File: src/rtl/sdf_bf_stage.sv
// ---------------------------------------------------------------------------
// sdf_bf_stage
// One radix-2 single-path-delay-feedback butterfly stage of the 32-point FFT
// pipeline. A DEPTH-entry delay line holds the first half of each frame. The
// second half is combined with it as a butterfly: the sums go straight out and
// the differences go back into the delay line. During the next frame's first
// half those differences leave through the twiddle multiplier. The stage
// addresses the external twiddle ROM from its sample counter and expects the
// twiddle pair back combinationally in the same cycle.
//
// Build option:
//   SDF_SAT_EN  - when defined, the add/sub results and the shifted multiply
//                 results saturate to the DW-bit signed range. When undefined,
//                 they wrap as two's complement. Latency is the same in both.
// ---------------------------------------------------------------------------
module sdf_bf_stage #(
  parameter int DEPTH     = 8,   // delay-line length; frame length 2*DEPTH, power of 2
  parameter int ADDR_BASE = 16,  // ROM address of twiddle index 0 (16 or 32)
  parameter int DW        = 22,  // signed sample width, real and imaginary
  parameter int FRAC      = 6    // twiddle fractional bits
) (
  input  logic                 clk,
  input  logic                 rst_n,
  input  logic                 in_valid,
  input  logic signed [DW-1:0] din_r,
  input  logic signed [DW-1:0] din_i,
  output logic [5:0]           rom_addr,
  input  logic signed [DW-1:0] tw_r,
  input  logic signed [DW-1:0] tw_i,
  output logic                 out_valid,
  output logic signed [DW-1:0] dout_r,
  output logic signed [DW-1:0] dout_i
);

  // Index width into the delay line. The counter is one bit wider, and its
  // top bit distinguishes the two halves of the frame.
  localparam int AW = (DEPTH > 1) ? $clog2(DEPTH) : 1;
  localparam int CW = AW + 1;

  typedef logic signed [DW-1:0]  sample_t;  // stored and emitted sample
  typedef logic signed [DW:0]    ext_t;     // add/sub headroom
  typedef logic signed [2*DW:0]  wide_t;    // full complex-product width

  // Limits of the DW-bit signed range, held at product width for comparison.
  localparam wide_t SAT_HI = {{(DW+2){1'b0}}, {(DW-1){1'b1}}};
  localparam wide_t SAT_LO = {{(DW+2){1'b1}}, {(DW-1){1'b0}}};

  // Narrows a wide intermediate result to DW bits, either wrapping or saturating.
  function automatic sample_t fit(input wide_t v);
`ifdef SDF_SAT_EN
    if (v > SAT_HI)      return sample_t'(SAT_HI);
    else if (v < SAT_LO) return sample_t'(SAT_LO);
    else                 return sample_t'(v);
`else
    return sample_t'(v);
`endif
  endfunction

  // -------------------------------------------------------------------------
  // State
  // -------------------------------------------------------------------------
  logic [CW-1:0] cnt;       // position of the next accepted sample in its frame
  logic          primed;    // set once the first butterfly sample has been seen
  logic [AW-1:0] idx;       // delay-line slot paired with the current sample
  logic          bf_phase;  // second half of the frame: butterfly

  sample_t mem_r [DEPTH];
  sample_t mem_i [DEPTH];

  assign idx      = cnt[AW-1:0];
  assign bf_phase = cnt[AW];

  // -------------------------------------------------------------------------
  // Datapath
  // -------------------------------------------------------------------------
  sample_t head_r, head_i;    // delay-line output for this slot
  wide_t   prod_r, prod_i;    // full-width complex product
  wide_t   shft_r, shft_i;    // product scaled back by FRAC
  ext_t    sum_r,  sum_i;     // head + din at DW+1 bits
  ext_t    dif_r,  dif_i;     // head - din at DW+1 bits
  sample_t res_r,  res_i;     // value registered into dout this cycle
  sample_t push_r, push_i;    // value written back into the delay line

  assign head_r = mem_r[idx];
  assign head_i = mem_i[idx];

  // ROM address: walk the twiddle table during the first half of the frame and
  // park on index 0 (twiddle 1) during the butterfly half or when idle.
  always_comb begin
    rom_addr = 6'(ADDR_BASE);
    if (in_valid && !bf_phase)
      rom_addr = 6'(ADDR_BASE) + 6'(cnt);
  end

  // Complex multiply, butterfly add/sub, and selection of result and write-back.
  always_comb begin
    // NOTE: every signal written here gets a value first; a path that leaves
    // one unassigned would infer a latch.
    res_r  = '0;
    res_i  = '0;
    push_r = din_r;
    push_i = din_i;

    prod_r = wide_t'(head_r) * wide_t'(tw_r) - wide_t'(head_i) * wide_t'(tw_i);
    prod_i = wide_t'(head_r) * wide_t'(tw_i) + wide_t'(head_i) * wide_t'(tw_r);
    shft_r = prod_r >>> FRAC;
    shft_i = prod_i >>> FRAC;

    sum_r  = ext_t'(head_r) + ext_t'(din_r);
    sum_i  = ext_t'(head_i) + ext_t'(din_i);
    dif_r  = ext_t'(head_r) - ext_t'(din_r);
    dif_i  = ext_t'(head_i) - ext_t'(din_i);

    if (bf_phase) begin
      res_r  = fit(wide_t'(sum_r));
      res_i  = fit(wide_t'(sum_i));
      push_r = fit(wide_t'(dif_r));
      push_i = fit(wide_t'(dif_i));
    end else begin
      res_r  = fit(shft_r);
      res_i  = fit(shft_i);
    end
  end

  // Delay-line write: the slot just read is refilled with din (first half) or
  // with the butterfly difference (second half).
  // NOTE: the delay line has no reset; its contents before the first full
  // frame never reach a valid output because out_valid is gated by primed.
  always_ff @(posedge clk) begin
    if (in_valid) begin
      mem_r[idx] <= push_r;
      mem_i[idx] <= push_i;
    end
  end

  // Control and output registers: advance on each accepted sample, otherwise hold.
  // NOTE: state is updated with non-blocking assignments so every register
  // samples the values from before this edge.
  always_ff @(posedge clk or negedge rst_n) begin
    if (!rst_n) begin
      cnt       <= '0;
      primed    <= 1'b0;
      out_valid <= 1'b0;
      dout_r    <= '0;
      dout_i    <= '0;
    end else begin
      out_valid <= 1'b0;
      if (in_valid) begin
        cnt       <= cnt + CW'(1);
        out_valid <= bf_phase | primed;
        dout_r    <= res_r;
        dout_i    <= res_i;
        if (bf_phase)
          primed <= 1'b1;
      end
    end
  end

endmodule

File: config.mk
export PLATFORM = sky130hd
export DESIGN_NAME = sdf_bf_stage
export DESIGN_NICKNAME = d
export VERILOG_FILES = /design/src/rtl/sdf_bf_stage.sv
export SDC_FILE = /design/constraint.sdc
export NUM_CORES = 2
export LEC_CHECK = 0
export BUFFER_PORTS_ARGS = -buffer_cell sky130_fd_sc_hd__clkbuf_2
export CORE_AREA = 4 4 337 339
export DETAILED_ROUTE_END_ITERATION = 7
export DIE_AREA = 0 0 341 343
export GPL_ROUTABILITY_DRIVEN = 0
export PLACE_DENSITY_LB_ADDON = 0.2
export SETUP_SLACK_MARGIN = 0.4
export SYNTH_ARGS = -nofsm -noshare
export SYNTH_HDL_FRONTEND = slang
export SYNTH_SLANG_ARGS = --single-unit
File: constraint.sdc
create_clock -name clk -period 13.8 [get_ports clk]
set_input_delay 1.38 -clock clk [delete_from_list [all_inputs] [get_ports clk]]
set_output_delay 1.38 -clock clk [all_outputs]
set_load 0.02 [all_outputs]
==> impl_metrics.yaml <==
die:
  initial_core_util_pct: 59.8
  floorplan.io_pins: 142
  fp.coreArea_um2: 110000
  fp-row-count: 122
  dieWidth_um: 341
  die-area_um2: 117000
  dieHeight_um: 343
synthesis:
  yosysWarningCount: 0
  post_synth_mux_area_share_pct: 3.86
  synth.cells.most_frequent: "sky130_fd_sc_hd__inv_1, sky130_fd_sc_hd__fa_1, sky130_fd_sc_hd__nand2_1, sky130_fd_sc_hd__and2_1, sky130_fd_sc_hd__ha_1"
  number_of_synthesized_flops_with_an_enable_pin: 352
  synth.cell_area_um2: 66000
  postSynthCellCount: 6542
  yosysTopAreaCellShare_pct: 38.5
  avgSynthCellArea_um2: 10.1
  synthDominantAreaCellType: "sky130_fd_sc_hd__fa_1"
  post-synth-top-count-cell: "sky130_fd_sc_hd__inv_1"
  synth-simple-area-share_pct: 13.5
  yosysUniqueCellTypes: 77
  synth-async-reset-ratio_pct: 12.4
  synth-compound-area-share_pct: 3.41
  combinational_family_with_the_most_area_after_synthesis: "adder cells"
  synth-adder-area-share_pct: 47.4
  synthFlopType: "sky130_fd_sc_hd__edfxtp_1"
  proportion_of_synthesized_chip_area_in_sequential_cells_pct: 17.9
  synth_top_cells_by_area: "sky130_fd_sc_hd__fa_1, sky130_fd_sc_hd__edfxtp_1, sky130_fd_sc_hd__ha_1, sky130_fd_sc_hd__inv_1, sky130_fd_sc_hd__and2_1"
  synth-seq-cells: 402
  area_share_of_xor_xnor_cells_in_the_synthesized_design_pct: 3.29
flow_run:
  maxCapViolations: 0
timing:
  setup_repair_after_global_routing_missed_its_margin: "no"
  slew_headroom_pct: 7.41
  worst_pin_slew_ps: 1370
  final_max_slew_violation_count: 0
  hold_viol_final: 0
  finalSetupViolations: 0
  setup_tns_ps: 0
  final_period_demand_of_the_worst_path_ps: 10880
  max_freq_mhz: 91.9
  fin_crit_sh_pct: 78.8
  worst_setup_skew_after_layout_ps: 35.5
routing:
  post-route-drc-count: 0
  vias: 45600
  wl_per_cell_um: 22.8
  wl_mm: 182
  detail_routed_via_count_per_cell: 5.73
  final_antenna_net_count: 0
  firstDrtPassIters: 6
  drt_iter0_markers: 3963
cts:
  ctsHoldBuffers: 0
  ctsResizeCount: 0
  cts_buffer_depth: 3
  cts_inserted_buffers: 36
  post-cts-setup-buffers: 0
  clock_sink_count: 402
  clockRootBuffer: "sky130_fd_sc_hd__clkbuf_16"
  clkLatencyLatePin_ps: 570
  cts_tree: "done"
  ctsHtreeMaxLevel: 2
  cts.clk_slew.worst_paths_ps: 70
hold_path:
  min_path_type: "flip-flop to flip-flop"
grt:
  grt_max_degree: 55
  first_global_vias: 49000
  grt-ovfl-total: 0
  gr-usage-all-layers_pct: 32.3
  wire_length_of_the_first_global_routing_pass_mm: 287
  antenna_found_initial: 4
setup_path:
  path_max_fanout: 29
  timing.critical_path.slowest_stage_cell: "sky130_fd_sc_hd__dfrtp_4"
  family_with_the_most_delay_on_the_worst_path: "adder cells"
  critical_path.endpoint_type: "flip-flop"
  critPathArrivalTime_ps: 11290
  timing.critical_path.mode_cell: "sky130_fd_sc_hd__fa_1"
  critPathRequiredTime_ps: 14210
  critical_path.max_stage_delay_ps: 750
  path_class: "flip-flop to flip-flop"
  crit_path_start_kind: "flip-flop"
  cp_num_buf_inv: 9
layout:
  final_core_utilization_pct: 62.7
  final_layout_size_suffix_gt1_share_pct: 6.93
  finalNetCount: 8283
  area_growth_pct: 4.85
  fill_cells: 9001
place:
  detailed_place_hpwl_mm: 131
  port_bufs: 138
run_status:
  run_status: "finished, final reports clean"
[placed cells by master, fill, tap and decap left out, drive strengths merged, types with 8 or more instances in the layout]
cell and instances:
a211oi 8, a21o 27, a21oi 108, a221oi 11, a31oi 12, and2 662
and3 9, buf 97, clkbuf 186, clkinv 10, dfrtp 50, edfxtp 352
fa 1269, ha 471, inv 1476, mux2 36, mux2i 40, mux4 77
nand2 828, nand2b 35, nand3 29, nand4 8, nor2 140, nor2b 18
nor3 31, o21a 12, o21ai 76, o21bai 17, o31ai 8, o41ai 8
or2 10, or3 23, xnor2 191, xor2 47
[stage by stage]
stage	instances	instance area [um^2]	hold slack (ps)	setup slack [ps]
4_1_cts	7968	69200	482	2980
5_1_grt	7970	69200	505	2450
2_1_floorplan	6543	66000	436	3720
3_5_place_dp	7902	68100	459	3010
6_report	7971	69200	486	2920
3_3_place_gp	7902	68100	453	3230
[registers in the layout, indices dropped and copies added, names as in the netlist]
name       cells
dout_i        22
cnt            4
out_valid      1
primed         1
mem_i        176
dout_r        22
mem_r        176
[layer usage]
layer  track usage (%)  part of all wire, %  up-vias
li1                  -                    -    19500
met1              45.3                   40    23600
met2              50.6                   45     2244
met3              5.85                  9.4      396
met4              12.9                  5.3        0
met5                 0                    0        -
[cell type report]
cell class	instances	area, um^2	share of cell area [%]
clock buffer	49	960	1.39
multi-input combinational	4306	47400	68.5
clock inverter	17	176	0.255
inverter	1472	5530	7.98
sequential	402	11800	17.1
tap	1488	1860	2.69
timing repair buffer	234	1430	2.06
antenna	3	7.51	0.0108
[worst reg2reg max path, delay by kind of cell, from the launching register on]
kind / cells / cell delay (ps)
buffers and inverters: 9 / 2180
multiplexers: 2 / 480
AND/OR/NAND/NOR: 1 / 150
XOR/XNOR: 1 / 410
adder cells (fa/ha/maj): 10 / 4160
AO/OA/AOI/OAI: 9 / 2640
flip-flops: 1 / 750
[path summary, 6_finish.rpt]
path / startpoint / slack (ps) / endpoint / cells past startpoint
max in group asynchronous: rst_n / 12070 / cnt[3] / 2
max reg2reg: cnt[0] / 2920 / dout_r[20] / 32
min in group asynchronous: rst_n / 1050 / dout_i[11] / 2
min: dout_i[2] / 490 / dout_i[2] / 1
min reg2reg: dout_i[2] / 490 / dout_i[2] / 1
max: cnt[0] / 2920 / dout_r[20] / 32
[cells by family after synthesis]
logic type / Yosys count
buf+inv: 1835
simple gates: 1821
fa+ha+maj: 1740
flops: 402
compound gates: 347
xor+xnor: 242
mux: 153
other cells: 2
Power is left out: the tool's default activity adds up to more than one toggle a clock period on the data nets, which glitch-free logic cannot reach.
